File: config.mk
export PLATFORM = sky130hd
export DESIGN_NAME = inst_fetch_queue
export DESIGN_NICKNAME = d
export VERILOG_FILES = /design/src/rtl/inst_fetch_queue.sv
export SDC_FILE = /design/constraint.sdc
export NUM_CORES = 1
export LEC_CHECK = 0
export ABC_CLOCK_PERIOD_IN_PS = 7200
export CAP_MARGIN = 20
export CORE_MARGIN = 3
export CORE_UTILIZATION = 50
export CTS_BUF_LIST = sky130_fd_sc_hd__clkbuf_8
export CTS_CLUSTER_SIZE = 16
export DETAILED_ROUTE_END_ITERATION = 8
export GPL_TIMING_DRIVEN = 0
export PLACE_DENSITY_LB_ADDON = 0.2
export SYNTH_ARGS = -nofsm -noshare
export SYNTH_HDL_FRONTEND = slang
export SYNTH_SLANG_ARGS = --single-unit
File: constraint.sdc
create_clock -name clk -period 7.2 [get_ports clk]
set_clock_uncertainty 0.2 [all_clocks]
set_input_delay 2.16 -clock clk [delete_from_list [all_inputs] [get_ports clk]]
set_output_delay 2.16 -clock clk [all_outputs]
set_load 0.02 [all_outputs]
File: src/rtl/inst_fetch_queue.sv
// inst_fetch_queue: fetch stage between the PC and decode.
// Issues at most one read per cycle to a synchronous instruction ROM at the
// current PC, captures each returned word with its fetch address in a small
// show-ahead FIFO, and hands the head to decode over a valid/ready handshake.
// A flush drops all queued entries and any read still in flight.
//
// Ports:
//   clk        system clock, rising-edge
//   rst        synchronous active-low reset
//   pc_addr    current PC value
//   pc_inc     fetch issued this cycle; PC advances at next edge (comb)
//   mem_addr   ROM read address, equals pc_addr (comb)
//   mem_rd     ROM read strobe, equals pc_inc (comb)
//   mem_rdata  ROM data, valid one cycle after mem_rd
//   flush      discard queued and in-flight fetches
//   inst_valid FIFO head valid
//   inst_ready decode accepts head
//   inst_data  instruction at FIFO head
//   inst_pc    fetch address of inst_data
module inst_fetch_queue #(
    parameter int unsigned AW    = 32,
    parameter int unsigned DW    = 32,
    parameter int unsigned DEPTH = 4
) (
    input  logic          clk,
    input  logic          rst,
    input  logic [AW-1:0] pc_addr,
    output logic          pc_inc,
    output logic [AW-1:0] mem_addr,
    output logic          mem_rd,
    input  logic [DW-1:0] mem_rdata,
    input  logic          flush,
    output logic          inst_valid,
    input  logic          inst_ready,
    output logic [DW-1:0] inst_data,
    output logic [AW-1:0] inst_pc
);

    localparam int unsigned PW = $clog2(DEPTH);
    localparam int unsigned CW = $clog2(DEPTH + 1);
    localparam int unsigned OW = CW + 1;

    logic [PW-1:0] r_wr_ptr;
    logic [PW-1:0] r_rd_ptr;
    logic [CW-1:0] r_count;
    logic          r_inflight;
    logic [AW-1:0] r_inflight_pc;
    logic [DW-1:0] r_data_mem [DEPTH];
    logic [AW-1:0] r_pc_mem   [DEPTH];
    logic [DW-1:0] r_last_data;
    logic [AW-1:0] r_last_pc;

    logic [OW-1:0] w_occupancy;
    logic          w_issue;
    logic          w_push;
    logic          w_pop;

    // Occupancy counts the in-flight read so a return always has a free slot.
    assign w_occupancy = OW'(r_count) + OW'(r_inflight);
    assign w_issue     = rst & ~flush & (w_occupancy < OW'(DEPTH));
    assign w_push      = r_inflight & ~flush;
    assign w_pop       = inst_valid & inst_ready & ~flush;

    assign pc_inc   = w_issue;
    assign mem_rd   = w_issue;
    assign mem_addr = pc_addr;

    // Head is shown directly; when empty the last presented value is held.
    assign inst_valid = (r_count != '0);
    assign inst_data  = inst_valid ? r_data_mem[r_rd_ptr] : r_last_data;
    assign inst_pc    = inst_valid ? r_pc_mem[r_rd_ptr]   : r_last_pc;

    // Issue tracking: remembers the address of the read whose data lands next cycle.
    always_ff @(posedge clk) begin
        if (!rst) begin
            r_inflight    <= 1'b0;
            r_inflight_pc <= '0;
        end else begin
            r_inflight <= w_issue;
            if (w_issue) begin
                r_inflight_pc <= pc_addr;
            end
        end
    end

    // FIFO pointers and occupancy; flush drops the contents by aligning rd to wr.
    always_ff @(posedge clk) begin
        if (!rst) begin
            r_wr_ptr <= '0;
            r_rd_ptr <= '0;
            r_count  <= '0;
        end else if (flush) begin
            r_rd_ptr <= r_wr_ptr;
            r_count  <= '0;
        end else begin
            if (w_push) begin
                r_wr_ptr <= r_wr_ptr + PW'(1);
            end
            if (w_pop) begin
                r_rd_ptr <= r_rd_ptr + PW'(1);
            end
            case ({w_push, w_pop})
                2'b10:   r_count <= r_count + CW'(1);
                2'b01:   r_count <= r_count - CW'(1);
                default: r_count <= r_count;
            endcase
        end
    end

    // Entry storage; contents are meaningful only between rd and wr pointers.
    always_ff @(posedge clk) begin
        if (rst && w_push) begin
            r_data_mem[r_wr_ptr] <= mem_rdata;
            r_pc_mem[r_wr_ptr]   <= r_inflight_pc;
        end
    end

    // Holding copy of the presented head for cycles where the FIFO is empty.
    always_ff @(posedge clk) begin
        if (!rst) begin
            r_last_data <= '0;
            r_last_pc   <= '0;
        end else begin
            r_last_data <= inst_data;
            r_last_pc   <= inst_pc;
        end
    end

endmodule

==> impl_metrics.py <==
metrics = {
    "status": {
        "status": "finished, final reports clean",
    },
    "timing": {
        "worst_pin_slew_ps": 1030,
        "setup_viol": 0,
        "timing.final.crit_period_ps": 7030,
        "fin_crit_sh": 0.976,
        "maxSlewViolCount": 0,
        "hold_ws_ps": 289,
        "rsz0062_at_grt": "false",
        "setup_tns_ps": 0,
        "fmax_ghz": 0.142,
        "setup_slack_ps": 170,
        "slew-limit-headroom": 0.314,
        "hold_violations": 0,
    },
    "run": {
        "cap_violations": 0,
    },
    "global_routing": {
        "grt_overflow": 0,
        "grt_pass1_vias": 7789,
        "use_met3": 0.0399,
        "grt.total_usage": 0.180,
        "antenna_found_initial": 0,
        "grt_max_degree": 50,
        "gr-usage-met1": 0.235,
        "busiest_layer": "met2",
        "grt_pass1_wl_um": 42700,
        "grtUsageMet2": 0.309,
    },
    "critical_path": {
        "max_stage_delay_ps": 640,
        "r2r_cells": 5,
        "worstPathArrival_ps": 4670,
        "path_class": "primary input to primary output",
        "cp_max_fo": 10,
        "path_delay_family": "buffers and inverters",
        "critPathLaunchType": "primary input",
        "path_buf_inv": 5,
        "r2r_end": "r_last_pc[30]$_SDFF_PN0_",
        "cp_cell_sequence": "clkdlybuf4s50_1, or3b_2, clkbuf_1, clkbuf_1, nor2_1, buf_4, clkdlybuf4s50_1",
        "cpMaxStageDelayCell": "clkdlybuf4s50_1",
        "ff2ff_setup_slack_ps": 4890,
        "end_kind": "primary output",
        "required_ps": 4840,
    },
    "drt": {
        "drt_pass1_iterations": 5,
        "wl_per_cell_um": 18.9,
        "drc_errors": 0,
        "postRouteAntennaNets": 0,
        "initialDrtViolationCount": 399,
        "vias": 7253,
        "wl_um": 26900,
        "vias_per_cell": 5.08,
    },
    "min_path": {
        "hold_end": "r_pc_mem[0][14]$_DFFE_PP_",
        "worstHoldStart": "r_inflight_pc[14]$_SDFFE_PN0P_",
        "hold_path_class": "flop to flop",
        "whs_path_depth": 0,
    },
    "clocking": {
        "cts.sinks": 362,
        "tritoncts": "built",
        "cts_setup_buffers": 0,
        "clock-root-buffer": "clkbuf_8",
        "ctsResizeCount": 0,
        "h-tree-depth": 2,
        "cts.reportedPaths.clkPinSlew_ps": 60,
        "numCtsBuffers": 57,
        "cts.path.max_buffers": 3,
        "holdBufCountCts": 0,
        "clk-insertion-delay-late_ps": 590,
    },
    "logic_synthesis": {
        "synth_flop_cell": "edfxtp_1",
        "ys_types": 31,
        "netlist_area_mm2": 0.0141,
        "yosysMostFrequentCell": "edfxtp_1",
        "synth_top_area_frac": 0.546,
        "synth_cells": 778,
        "netlist_top_cells_area": "edfxtp_1 (55%), dfxtp_1 (15%), mux4_2 (10%)",
        "synth_edf_count": 256,
        "synthArstFlopShare": 0,
        "syn_nets": 852,
        "ys_seq_area_frac": 0.697,
        "ys_warn_count": 0,
        "syn_area_per_cell_um2": 18.1,
        "synth_common_cells": "edfxtp_1 (256), dfxtp_1 (106), and2_1 (65)",
        "yosys.area.top_type": "edfxtp_1",
        "ys_ff_latch": 362,
    },
    "power": {
        "p_comb_frac": 0.076,
        "p_clk_frac": 0.380,
        "switching_share": 0.219,
        "power_mw": 4.17,
        "p_seq_frac": 0.544,
        "switching_power_mw": 0.912,
        "power.density_mw_per_mm2": 240,
        "intPower_mw": 3.26,
        "p_leak_nw": 6.01,
        "ir_drop_uv": 124,
    },
    "floorplanning": {
        "rows": 60,
        "die_h_um": 174,
        "die_x_um": 174,
        "start_util": 0.515,
        "die_area_mm2": 0.0302,
        "core_area_mm2": 0.0273,
        "ios": 167,
    },
    "cells_and_area": {
        "diodes": 0,
        "drive_gt1_frac": 0.249,
        "nets": 1081,
        "area_growth_pct": 23.6,
        "fill_cells": 1999,
    },
    "place": {
        "io_buffer_count": 166,
        "gp_congestion": 0.712,
        "hpwl_um": 16600,
        "pre_cts_ws_ps": 185,
    },
}
## metrics by stage
stage          instance area (µm²)  instances  utilization
5_1_grt                      17400       1427        0.636
3_5_place_dp                 16300       1320        0.597
4_1_cts                      17400       1427        0.636
3_3_place_gp                 16200       1316        0.593
2_1_floorplan                14100        778            -
6_report                     17400       1427        0.636
## final cells by class
cell class                 instances  area [µm²]  share of cell area
sequential                       362        9810               0.564
multi-input combinational        329        3670               0.211
timing repair buffer             170        1770               0.102
clock buffer                      62         853              0.0491
buffer                            80         587              0.0337
tap                              372         465              0.0268
clock inverter                    45         214              0.0123
inverter                           7        26.3             0.00151
## kinds of logic after synthesis
family / Yosys count / share of synthesized area
xor gates and xnor gates: 5 / 0.00311
muxes: 129 / 0.170
adders and majority gates: 6 / 0.00587
AOI/OAI and AO/OA: 73 / 0.0321
buffers and inverters: 87 / 0.0436
DFF: 362 / 0.697
and+or+nand+nor: 116 / 0.0477
## worst max-delay path by stage
| stage | endpoint | startpoint | slack, ps | cells after the start |
|---|---|---|---|---|
| 2_1_floorplan | pc_inc | flush | 1390 | 5 |
| 3_3_place_gp | pc_inc | rst | 180 | 7 |
| 3_5_place_dp | pc_inc | rst | 180 | 7 |
| 4_1_cts | pc_inc | rst | 160 | 7 |
| 5_1_grt | pc_inc | rst | 50 | 7 |
| 6_report | pc_inc | rst | 170 | 7 |
## state kept, by name (all words and copies together), names as in the netlist, named ones only
signal and cells:
r_count 3, r_data_mem 128, r_inflight 1, r_inflight_pc 32
r_last_data 32, r_last_pc 32, r_pc_mem 128, r_rd_ptr 2
r_wr_ptr 2
## power groups by stage
stage / Combinational, mW / Sequential (mW) / Clock, mW
floorplan: 0.189 / 2.31 / 0
global placement: 0.319 / 2.31 / 0
detailed placement: 0.322 / 2.31 / 0
CTS: 0.324 / 2.27 / 1.63
global route: 0.343 / 2.27 / 1.73
finish: 0.318 / 2.27 / 1.58
## cell usage in the layout (no fill, tap or decap), types with 10 or more instances in the layout
cell type / synthesis / final
a21boi_0: 31 / 31
and2_1: 65 / 65
buf_2: 10 / 10
buf_4: 33 / 33
clkbuf_1: 24 / 24
clkbuf_8: 0 / 62
clkdlybuf4s50_1: 0 / 166
dfxtp_1: 106 / 106
edfxtp_1: 256 / 256
inv_1: 7 / 37
mux2_4: 60 / 60
mux4_2: 64 / 64
nand3_1: 33 / 33
o21ai_0: 35 / 35
## worst reg2reg max path, cell delays in order (launching register included)
cell      delay [ps]
dfxtp_1          310
clkbuf_1         490
buf_2            410
mux4_2           350
mux2_4           290
and2_1           160
## layer usage
metal	up-vias	share of wire	wire length, µm
li1	3423	-	-
met1	3564	0.43	11500
met2	222	0.50	13400
met3	44	0.057	1550
met4	0	0.018	491
met5	-	0	0
(Power assumes the default switching activity.)
